==> config.mk <==
export PLATFORM = sky130hd
export DESIGN_NAME = alarm_unit
export DESIGN_NICKNAME = d
export VERILOG_FILES = /design/src/rtl/alarm_unit.sv
export SDC_FILE = /design/constraint.sdc
export NUM_CORES = 1
export LEC_CHECK = 0
export CAP_MARGIN = 20
export CORE_MARGIN = 4
export CORE_UTILIZATION = 40
export CTS_CLUSTER_DIAMETER = 100
export DETAILED_ROUTE_END_ITERATION = 8
export PLACE_DENSITY_LB_ADDON = 0.12
export SLEW_MARGIN = 10
export SYNTH_ARGS = -nofsm -noshare
export SYNTH_HDL_FRONTEND = slang
export SYNTH_SLANG_ARGS = --single-unit
==> constraint.sdc <==
create_clock -name clk -period 2.3 [get_ports clk]
set_input_delay 0.46 -clock clk [delete_from_list [all_inputs] [get_ports clk]]
set_output_delay 0.46 -clock clk [all_outputs]
set_load 0.005 [all_outputs]
==> src/rtl/alarm_unit.sv <==
// Alarm unit: settable HH:MM alarm with arm toggle, ring timeout and snooze.
// Compares against an external time-of-day and drives a registered buzzer.
module alarm_unit #(
  parameter int SNOOZE_MIN = 5,
  parameter int RING_SEC   = 60,
  parameter int MAX_SNOOZE = 3
) (
  input  logic       clk,
  input  logic       rst,
  input  logic       mode,
  input  logic       inc,
  input  logic       dec,
  input  logic       stop,
  input  logic       snooze,
  input  logic [4:0] hrs,
  input  logic [5:0] min,
  input  logic [5:0] sec,
  output logic [4:0] alm_hr,
  output logic [5:0] alm_min,
  output logic       armed,
  output logic       ring,
  output logic [2:0] state
);

  typedef enum logic [2:0] {
    S_IDLE    = 3'd0,
    S_SET_HR  = 3'd1,
    S_SET_MIN = 3'd2,
    S_RING    = 3'd3,
    S_SNOOZE  = 3'd4
  } state_t;

  state_t     r_state, w_nxt;
  logic [4:0] r_alm_hr, w_alm_hr;
  logic [5:0] r_alm_min, w_alm_min;
  logic       r_armed, w_armed;
  logic       r_ring;
  logic [2:0] r_cnt, w_cnt;
  logic [7:0] r_rsec, w_rsec;
  logic [4:0] r_tgt_hr, w_tgt_hr;
  logic [5:0] r_tgt_min, w_tgt_min;
  logic       r_match_q;
  logic       r_smatch_q;
  logic [5:0] r_sec_q;

  logic       w_match, w_trig;
  logic       w_smatch, w_strig;
  logic       w_tick;
  logic       w_up, w_dn;
  logic [6:0] w_sum;
  logic       w_carry;
  logic [5:0] w_snz_min;
  logic [4:0] w_snz_hr;

  assign w_match  = r_armed && (hrs == r_alm_hr)
                    && (min == r_alm_min) && (sec == 6'd0);
  assign w_trig   = w_match && !r_match_q;
  assign w_smatch = (hrs == r_tgt_hr) && (min == r_tgt_min)
                    && (sec == 6'd0);
  assign w_strig  = w_smatch && !r_smatch_q;
  assign w_tick   = (sec != r_sec_q);
  assign w_up     = inc && !dec;
  assign w_dn     = dec && !inc;

  // Snooze target: press time plus SNOOZE_MIN, carrying into the hour.
  assign w_sum     = {1'b0, min} + 7'(SNOOZE_MIN);
  assign w_carry   = (w_sum >= 7'd60);
  assign w_snz_min = w_carry ? 6'(w_sum - 7'd60) : w_sum[5:0];
  assign w_snz_hr  = !w_carry ? hrs
                   : (hrs == 5'd23) ? 5'd0 : hrs + 5'd1;

  always_comb begin
    w_nxt     = r_state;
    w_alm_hr  = r_alm_hr;
    w_alm_min = r_alm_min;
    w_armed   = r_armed;
    w_cnt     = r_cnt;
    w_rsec    = r_rsec;
    w_tgt_hr  = r_tgt_hr;
    w_tgt_min = r_tgt_min;
    case (r_state)
      S_IDLE: begin
        if (w_trig) begin
          w_nxt  = S_RING;
          w_cnt  = 3'd0;
          w_rsec = 8'd0;
        end else if (mode) begin
          w_nxt = S_SET_HR;
        end else if (w_up || w_dn) begin
          w_armed = !r_armed;
        end
      end
      S_SET_HR: begin
        if (mode) begin
          w_nxt = S_SET_MIN;
        end else if (w_up) begin
          w_alm_hr = (r_alm_hr == 5'd23) ? 5'd0 : r_alm_hr + 5'd1;
        end else if (w_dn) begin
          w_alm_hr = (r_alm_hr == 5'd0) ? 5'd23 : r_alm_hr - 5'd1;
        end
      end
      S_SET_MIN: begin
        if (mode) begin
          w_nxt = S_IDLE;
        end else if (w_up) begin
          w_alm_min = (r_alm_min == 6'd59) ? 6'd0 : r_alm_min + 6'd1;
        end else if (w_dn) begin
          w_alm_min = (r_alm_min == 6'd0) ? 6'd59 : r_alm_min - 6'd1;
        end
      end
      S_RING: begin
        // An exhausted snooze behaves exactly like stop.
        if (stop || (snooze && (r_cnt >= 3'(MAX_SNOOZE)))) begin
          w_nxt = S_IDLE;
        end else if (snooze) begin
          w_nxt     = S_SNOOZE;
          w_cnt     = r_cnt + 3'd1;
          w_tgt_hr  = w_snz_hr;
          w_tgt_min = w_snz_min;
        end else if (w_tick) begin
          if (r_rsec == 8'(RING_SEC - 1)) begin
            w_nxt = S_IDLE;
          end else begin
            w_rsec = r_rsec + 8'd1;
          end
        end
      end
      S_SNOOZE: begin
        if (stop) begin
          w_nxt = S_IDLE;
        end else if (w_strig) begin
          w_nxt  = S_RING;
          w_rsec = 8'd0;
        end
      end
      default: begin
        w_nxt = S_IDLE;
      end
    endcase
  end

  always_ff @(posedge clk or negedge rst) begin
    if (!rst) begin
      r_state    <= S_IDLE;
      r_alm_hr   <= 5'd0;
      r_alm_min  <= 6'd0;
      r_armed    <= 1'b0;
      r_ring     <= 1'b0;
      r_cnt      <= 3'd0;
      r_rsec     <= 8'd0;
      r_tgt_hr   <= 5'd0;
      r_tgt_min  <= 6'd0;
      r_match_q  <= 1'b1;
      r_smatch_q <= 1'b1;
      r_sec_q    <= 6'd0;
    end else begin
      r_state    <= w_nxt;
      r_alm_hr   <= w_alm_hr;
      r_alm_min  <= w_alm_min;
      r_armed    <= w_armed;
      r_ring     <= (w_nxt == S_RING);
      r_cnt      <= w_cnt;
      r_rsec     <= w_rsec;
      r_tgt_hr   <= w_tgt_hr;
      r_tgt_min  <= w_tgt_min;
      r_match_q  <= w_match;
      r_smatch_q <= w_smatch;
      r_sec_q    <= sec;
    end
  end

  assign alm_hr  = r_alm_hr;
  assign alm_min = r_alm_min;
  assign armed   = r_armed;
  assign ring    = r_ring;
  assign state   = r_state;

endmodule

After elaboration in Yosys (flattened, before gate mapping)
Index checks and enable logic that the tools add are counted.
{"block": "word_totals", "register_bits": 46, "latch_bits": 0, "ramBits": 0, "mem_bits_ro": 0, "inputBits": 24, "out_inout_bits": 16, "word_cells": 112, "mem_count": 0}
{"block": "op_classes", "addsub": 9, "n_mul": 0, "div_mod_pow": 0, "order_cmp": 2, "eq_ne": 22, "n_shift": 0, "mux": 34, "n_bitwise": 3, "reduce_logical": 30}
{"op": "$mux 8", "n": 7}
{"op": "$mux 3", "n": 13}
{"op": "$mux 5", "n": 6}
{"op": "$mux 6", "n": 5}
{"op": "$pmux 8 s3", "n": 1}
{"op": "$ne 2x2->1 const B", "n": 8}
{"op": "$pmux 3 s5", "n": 1}
{"op": "$eq 6x6->1", "n": 2}
{"op": "$logic_not 6->1", "n": 2}
{"op": "$add 5x1->5 const B", "n": 2}
{"op": "$eq 5x5->1", "n": 2}
{"op": "$eq 5x5->1 const B", "n": 2}
{"op": "$logic_and 1x1->1", "n": 10}
{"op": "$eq 3x2->1 const B", "n": 3}
{"op": "$reduce_and 3->1", "n": 3}
{"op": "$add 8x1->8 const B", "n": 1}
{"op": "$eq 8x6->1 const B", "n": 1}
{"op": "$reduce_and 4->1", "n": 2}
{"op": "$reduce_and 8->1", "n": 1}
{"op": "$add 6x3->7 const B", "n": 1}
{"op": "$ge 7x6->1 const B", "n": 1}
{"op": "$add 6x1->6 const B", "n": 1}
{"op": "$eq 6x6->1 const B", "n": 1}
{"op": "$ne 6x6->1", "n": 1}
{"op": "15 further kinds", "n": 23}

Depth between registers and ports, before layout
Gate-level depths: netlist of the first run.
{"block": "logic_depth", "word_depth": 8, "mapped_depth": 11, "depth_no_buf": 9}

Least setup slack after synthesis of the first run
Ideal clock, no wire load.
{"block": "synth_timing", "kind": "in2reg", "start": "input min[2]", "end": "register r_tgt_hr[0]", "arrival_ps": 2265, "slack_ps": -102, "cell_stages": 11, "n_path_buf": 2, "cell_sequence": "buf_2 a21oi_1 xnor2_1 ha_1 nand2_1 mux2i_1 a21oi_1 a221oi_1 buf_2 mux2i_1 a21oi_1"}
{"block": "synth_via", "elab_chain_len": 3}
{"item": "start: declaration", "line": "16", "text": "input logic [5:0] min,"}
{"item": "$add 6x3->7", "line": "66", "text": "assign w_sum = {1'b0, min} + 7'(SNOOZE_MIN);"}
{"item": "$ge 7x6->1", "line": "67", "text": "assign w_carry = (w_sum >= 7'd60);"}
{"item": "$mux 5", "line": "69", "text": "assign w_snz_hr = !w_carry ? hrs"}
{"item": "end signal: assignment", "line": "164", "text": "r_tgt_hr <= w_tgt_hr;"}
{"item": "end: declaration", "line": "40", "text": "logic [4:0] r_tgt_hr, w_tgt_hr;"}
Every way passes these cells.
A chain may end at the register's enable or synchronous reset.

Worst setup path in the final report of the first run
{"block": "layout_timing", "start": "input hrs[4]", "end": "register r_state[0], in the netlist state[0]"}
{"block": "layout_via", "elab_chain_len": 7, "word_cells_on_any_way": 13, "cone_classes": "eq/ne: 2; mux: 4; reduce/logical: 7"}
{"item": "start: declaration", "line": "15", "text": "input logic [4:0] hrs,"}
{"item": "$eq 5x5->1", "line": "58", "text": "assign w_smatch = (hrs == r_tgt_hr) && (min == r_tgt_min)"}
{"item": "$logic_and 1x1->1", "line": "58"}
{"item": "$logic_and 1x1->1", "line": "59", "text": "&& (sec == 6'd0);"}
{"item": "named net w_smatch", "line": "47", "text": "logic w_smatch, w_strig;"}
{"item": "$logic_and 1x1->1", "line": "60", "text": "assign w_strig = w_smatch && !r_smatch_q;"}
{"item": "$mux 3", "line": "131", "text": "end else if (w_strig) begin"}
{"item": "$mux 3", "line": "129", "text": "if (stop) begin"}
{"item": "$pmux 3 s5", "line": "81", "text": "case (r_state)"}
{"item": "named net w_nxt[0]", "line": "33", "text": "state_t r_state, w_nxt;"}
{"item": "end signal: assignment", "line": "157", "text": "r_state <= w_nxt;"}
{"item": "end: declaration", "line": "33"}
The timed path passes the listed nets, and every way through them passes these cells.

==> flow_metrics.tcl, run 1 <==
set metrics [dict create \
    worst_slack_ns 0.09416 \
    outcome "finished clean" \
    clkTransAtPathRegs_ns 0.10 \
    fmax_mhz 453.3 \
    grt_pass1_wl_um 13880 \
    crit_path_top_delay_cell "clkdlybuf4s50_1" \
    switchingPower_mw 1.502 \
    core-area_sq_um 7687 \
    yosys.area_share.xor_xnor_pct 10.84 \
    die_y_um 96.75 \
    overflow 0 \
    synth_area_sq_um 3151 \
    rsz0062_at_grt "no" \
    synth-compound-area-share_pct 16.88 \
    grt_max_degree 27 \
    ys_seq_elements 46 \
    slew_violations 0 \
    crit_fanout 4 \
    yosys_warnings 0 \
    worstPathCellList "clkdlybuf4s50_1 -> buf_4 -> xor2_1 -> nor4_1 -> and4_2 -> and2b_1 -> a22oi_1 -> o21ai_0" \
    synthSimpleGateAreaFrac_pct 23.55 \
    syn_inst 354 \
    routed.top_layer "met4" \
    wl_per_cell_um 14.39 \
    fin_skew_ns 0.01002 \
    dieArea_sq_um 9361 \
    clockPowerShare_pct 14.2 \
    hp-class "in -> async" \
    r2r_cells 8 \
    grt_use_total_pct 17.56 \
    fin_crit_sh_pct 95.91 \
    dr_wl_met3_um 255 \
    r2r_setup_slack_ns 0.22 \
    antenna_found_initial 0 \
    synth-adder-area-share_pct 5.163 \
    worstSetupPathType "in -> reg" \
    startpoint_type "input port" \
    wl_met1_um 3675 \
    dp_hpwl_um 5957 \
    leakagePower_nw 1.908 \
    worst_ir_drop_vdd_v 0.0004693 \
    slowest_delay_ns 0.54 \
    max_slew_margin_pct 64.63 \
    initial_core_util_pct 40.98 \
    arrival_ns 2.38 \
    port_buffers 39 \
    ios 40 \
    synthFlopType "dfrtp_1" \
    cp-endpoint "state[0]" \
    place_inst 534 \
    viasPerCell 5.240 \
    rr_endpoint "r_cnt[0]" \
    synth_cell_type_count 60 \
    finalSetupViolations 0 \
    crit_buf_inv 2 \
    clock-root-buffer "clkbuf_8" \
    yosysSeqAreaShare_pct 36.62 \
    combPwrFrac_pct 51.1 \
    drive_above_1_share_pct 21.90 \
    drt-total-wl_um 7842 \
    drv_cap 0 \
    stdcell_count 545 \
    cts_buffers 5 \
    grt_pass1_vias 2892 \
    synth_edf_count 0 \
    synth_top_cells_by_area "dfrtp_1 35%, xor2_1 8.1%, ha_1 5.2%, o21ai_0 3.8%, nand2_1 3.8%" \
    r2r_start "r_cnt[0]" \
    sw_frac_of_total_pct 39.62 \
    rows 32 \
    cts.htree.levels 2 \
    first_pass_iters 4 \
    syn_avg_cell_area_sq_um 8.900 \
    cp.required_ns 2.47 \
    worst_skew_pair.late_latency_ns 0.30 \
    synth_area_leader_cell "dfrtp_1" \
    cts_num_sinks 46 \
    worst_slew_pin_slew_ns 0.5265 \
    path_depth 8 \
    diodes 0 \
    end_kind "flop" \
    cts_tree "built" \
    routed-wl-met2_um 3844 \
    drc 0 \
    synth_top_area_share_pct 34.95 \
    drt_iter0_drc 103 \
    seqPwrFrac_pct 34.7 \
    nNetsFinal 479 \
    area_delta_synth_final_pct 34.59 \
    power_density_nw_per_um2 894.3 \
    vias 2856 \
    p_int_mw 2.290 \
    gp_congestion 0.8106 \
    ys_async_sr_fraction_pct 100.0 \
    startpoint "hrs[4]" \
    finalHoldViolCount 0 \
    fill_cells 756 \
    synth_top_family_by_area "simple AND/OR/NAND/NOR gates" \
    dpl_worst_slack_ns -0.6767 \
    synthesis.nets 391 \
    min_period_ns 2.206 \
    synth_mux_area_share_pct 3.177 \
    die_w_um 96.75 \
    critPathTopFamily "buffers and inverters" \
    antenna_left 0 \
    fin_tns_setup_ns 0 \
    cts_buffer_depth 2 \
]
-- flip-flops by register name (all words and copies together) (netlist names) --
| name | count |
|---|---|
| state | 3 |
| r_smatch_q | 1 |
| r_cnt | 3 |
| alm_min | 6 |
| r_tgt_min | 6 |
| r_match_q | 1 |
| ring | 1 |
| r_tgt_hr | 5 |
| r_sec_q | 6 |
| r_rsec | 8 |
| alm_hr | 5 |
| armed | 1 |
-- power by group through the flow --
stage	registers (mW)	logic, mW	clock network, mW
after floorplan	1.27	1.15	0
after global placement	1.32	1.87	0
after detailed placement	1.33	1.89	0
after CTS	1.31	1.94	0.557
after global routing	1.37	2.18	0.588
final	1.32	1.94	0.538
-- worst reg2reg max path, stage by stage, from the launching register on --
cell and delay (ns):
dfrtp_1 0.42, ha_1 0.21, ha_1 0.17, nor4b_1 0.26, buf_4 0.17, nand4_1 0.09, a21oi_1 0.26, nand2_4 0.10
mux2_4 0.30
-- kinds of logic (layout without fill, tap and decap cells) --
| family | after synthesis | after routing |
|---|---|---|
| adders and majority gates | 13 | 13 |
| DFF | 46 | 46 |
| buffers and inverters | 30 | 119 |
| muxes | 9 | 9 |
| xor gates and xnor gates | 39 | 39 |
| AOI/OAI and AO/OA | 79 | 79 |
| and+or+nand+nor | 138 | 138 |
-- how the worst min path moves through the flow --
stage / slack, ns / endpoint / start / depth (start not counted)
final: 0.12 / r_cnt[2] / rst / 1
after global routing: 0.15 / r_sec_q[3] / rst / 1
after CTS: 0.13 / r_cnt[0] / rst / 1
after detailed placement: 0.47 / r_sec_q[1] / rst / 1
after global placement: 0.47 / r_sec_q[1] / rst / 1
after floorplan: 0.16 / alm_hr[0] / rst / 0
-- layout make-up --
cell class	count	area [sq um]	share of cell area, %
Clock buffer	6	82.58	1.947
Clock inverter	2	12.51	0.2951
Inverter	12	45.04	1.062
Multi-Input combinational cell	278	1961	46.24
Sequential cell	46	1154	27.21
Tap cell	102	127.6	3.010
Timing Repair Buffer	99	858.3	20.24
-- per-layer routing --
metal  GRT usage [%]  vias up
li1                -     1431
met1           23.77     1372
met2           29.51       47
met3           3.244        6
met4           3.348        0
met5               0        -
-- cell usage in the layout (no fill, tap or decap), types with 7 or more instances in the layout --
| master | netlist | final |
|---|---|---|
| nor2_1 | 27 | 27 |
| mux2i_1 | 7 | 7 |
| a21o_1 | 7 | 7 |
| a21oi_1 | 17 | 16 |
| inv_1 | 12 | 12 |
| clkdlybuf4s50_1 | 0 | 29 |
| nor3_1 | 12 | 12 |
| xor2_1 | 29 | 29 |
| nand3_1 | 17 | 17 |
| o21ai_0 | 24 | 24 |
| xnor2_1 | 10 | 8 |
| nand2_1 | 32 | 31 |
| ha_1 | 13 | 11 |
| dfrtp_1 | 44 | 44 |
| buf_4 | 0 | 56 |
-- through the flow --
stage | total power [mW] | hold WS, ns | area (sq um) | util [%]
4_1_cts | 3.815 | 0.1306 | 4189 | 54.49
2_1_floorplan | 2.418 | 0.1644 | 3163 | -
5_1_grt | 4.135 | 0.1517 | 4240 | 55.16
6_report | 3.792 | 0.1202 | 4240 | 55.16
3_5_place_dp | 3.221 | 0.4656 | 4040 | 52.56
3_3_place_gp | 3.188 | 0.4654 | 4040 | 52.56
-- synth_stat cells, types with 6 or more instances --
cell type,instances
a21o_1,7
xor2_1,29
dfrtp_1,44
nand2_1,32
inv_1,12
nand3_1,17
nor2_1,27
mux2i_1,7
clkbuf_1,11
xnor2_1,10
nor3_1,12
o21ai_0,24
a31oi_1,6
ha_1,13
o31ai_1,6
a21oi_1,17
-- what timing repair did --
| item | CTS | global route |
|---|---|---|
| hold buffers | 0 | 0 |
| hold endpoints to repair | 0 | 0 |
| resized for setup | 18 | 26 |
| pin swaps | 6 | 11 |
| buffers inserted | 1 | 1 |
| gates cloned | 1 | 0 |
| endpoints found under the setup margin | 18 | 19 |
Power figures use the tool's default switching activity.
==> run 2, diff against run 1 <==
--- a/config.mk
+++ b/config.mk
@@ -7,7 +7,7 @@
 export LEC_CHECK = 0
 export CAP_MARGIN = 20
 export CORE_MARGIN = 4
-export CORE_UTILIZATION = 40
+export CORE_UTILIZATION = 56
 export CTS_CLUSTER_DIAMETER = 100
 export DETAILED_ROUTE_END_ITERATION = 8
 export PLACE_DENSITY_LB_ADDON = 0.12
==> run 2 against run 1 <==
Worst setup slack lost 0.044 ns. Critical path depth did not move. Wire length increased by 6.1%. Combinational power hardly changed. Core utilization up 23 points.
==> flow_metrics.tcl, run 2 (same netlist as run 1, synthesis figures left out) <==
set metrics [dict create \
    crit_fanout 4 \
    grt_util_met3_pct 4.762 \
    overflow 0 \
    whs_ns 0.1215 \
    initial_core_util_pct 57.57 \
    crit_path_top_delay_cell "clkdlybuf4s50_1" \
    grt.met1_usage_pct 30.27 \
    slowest_delay_ns 0.47 \
    power_density_nw_per_um2 951.6 \
    clock-root-buffer "clkbuf_8" \
    worstPathCellList "clkdlybuf4s50_1 -> xor2_1 -> nor4_2 -> nand4_2 -> o31ai_4 -> buf_6 -> nand2_4 -> mux2_4" \
    gr-max-usage-layer "met2" \
    layout_commonest_cell "buf_4" \
    r2r_cells 8 \
    max_slew_margin_pct 64.23 \
    grt_use_total_pct 23.76 \
    die_y_um 83.01 \
    dieArea_sq_um 6890 \
    first_pass_iters 4 \
    antenna_left 0 \
    finalSetupViolations 0 \
    drc 0 \
    cp.required_ns 2.50 \
    leakagePower_nw 1.955 \
    drive_above_1_share_pct 23.32 \
    final_area_sq_um 4258 \
    r2r_setup_slack_ns 0.14 \
    worst_slew_pin_slew_ns 0.5365 \
    grt_max_degree 23 \
    critPathTopFamily "buffers and inverters" \
    r2r_start "r_cnt[0]" \
    grt_pass1_wl_um 13580 \
    outcome "finished clean" \
    cts_num_sinks 46 \
    fmax_mhz 444.4 \
    area_delta_synth_final_pct 35.15 \
    total_power_mw 4.052 \
    cts_buffers 5 \
    worstSetupPathType "in -> reg" \
    drv_cap 0 \
    end_kind "flop" \
    rows 27 \
    worst_skew_pair.late_latency_ns 0.31 \
    clkTransAtPathRegs_ns 0.09 \
    antenna_found_initial 0 \
    nNetsFinal 482 \
    crit_buf_inv 2 \
    ios 40 \
    finalHoldViolCount 0 \
    place_area_sq_um 3960 \
    min_period_ns 2.250 \
    viasPerCell 5.703 \
    drt_iter0_drc 182 \
    core-area_sq_um 5473 \
    final_cell_mix "60 x buf_4, 44 x dfrtp_1, 31 x nand2_1" \
    wl_per_cell_um 16.06 \
    worst_ir_drop_vdd_v 0.0006446 \
    grt_pass1_vias 2854 \
    fin_crit_sh_pct 97.83 \
    grtUsageMet2_pct 41.25 \
    gp_congestion 0.8797 \
    top_register "r_rsec" \
    largest_reg_flops 8 \
    post-route-util_pct 77.80 \
    fin_skew_ns 0.004951 \
    cts_buffer_depth 2 \
    drt-total-wl_um 8319 \
    port_buffers 39 \
    cts.htree.levels 2 \
    fin_tns_setup_ns 0 \
    die_w_um 83.01 \
    rr_endpoint "r_cnt[0]" \
    vias 2954 \
    dp_hpwl_um 5805 \
    cts_tree "built" \
    diodes 0 \
    arrival_ns 2.45 \
    startpoint_type "input port" \
    slew_violations 0 \
    hp-class "in -> async" \
]
## run 2: final cells by class
cell class                      instances  area [sq um]
Clock buffer                            6         82.58
Clock inverter                          2         60.06
Fill cell                             380          1215
Inverter                               12         45.04
Multi-Input combinational cell        278          1973
Sequential cell                        46          1154
Tap cell                               72         90.09
Timing Repair Buffer                  102         853.3
## run 2: stage by stage
stage,cells,setup slack [ns]
CTS,515,0.003346
global placement,500,-0.4662
detailed placement,500,-0.5500
floorplan,354,0.02624
finish,518,0.04992
global route,518,-0.007872
## run 2: repair_timing
action                     in CTS  in global routing
hold buffers                    0                  0
setup endpoints to repair      18                 18
cloned                          0                  0
pin swaps                       9                  8
gates resized for setup        17                 17
setup buffers                   7                  3
## run 2: how the worst max path moves through the flow
stage / slack [ns] / from / cells past startpoint / end
after floorplan: 0.03 / min[0] / 10 / r_tgt_hr[0]
after CTS: 0.003 / min[0] / 12 / r_tgt_hr[1]
final: 0.05 / min[5] / 8 / r_cnt[0]
after global placement: -0.47 / min[1] / 12 / r_tgt_hr[0]
after detailed placement: -0.55 / min[1] / 12 / r_tgt_hr[1]
after global routing: -0.008 / min[1] / 13 / r_tgt_hr[3]
## run 2: worst register-to-register path: stages (launching register included)
cell and delay (ns):
dfrtp_1 0.43, ha_1 0.22, ha_1 0.17, nor4b_1 0.27, buf_4 0.18, nand4_1 0.10, a21oi_1 0.28, nand2_4 0.10
mux2_4 0.30
## run 2: metal layers
metal,part of all wire (%),up-vias
met5,0,-
met2,50,73
met4,1.5,0
met3,4.4,13
met1,44,1429
li1,-,1439
## run 2: power breakdown
part	switching (mW)	internal, mW
registers	0.300	1.05
logic	0.961	0.989
clock network	0.289	0.464
total	1.55	2.50
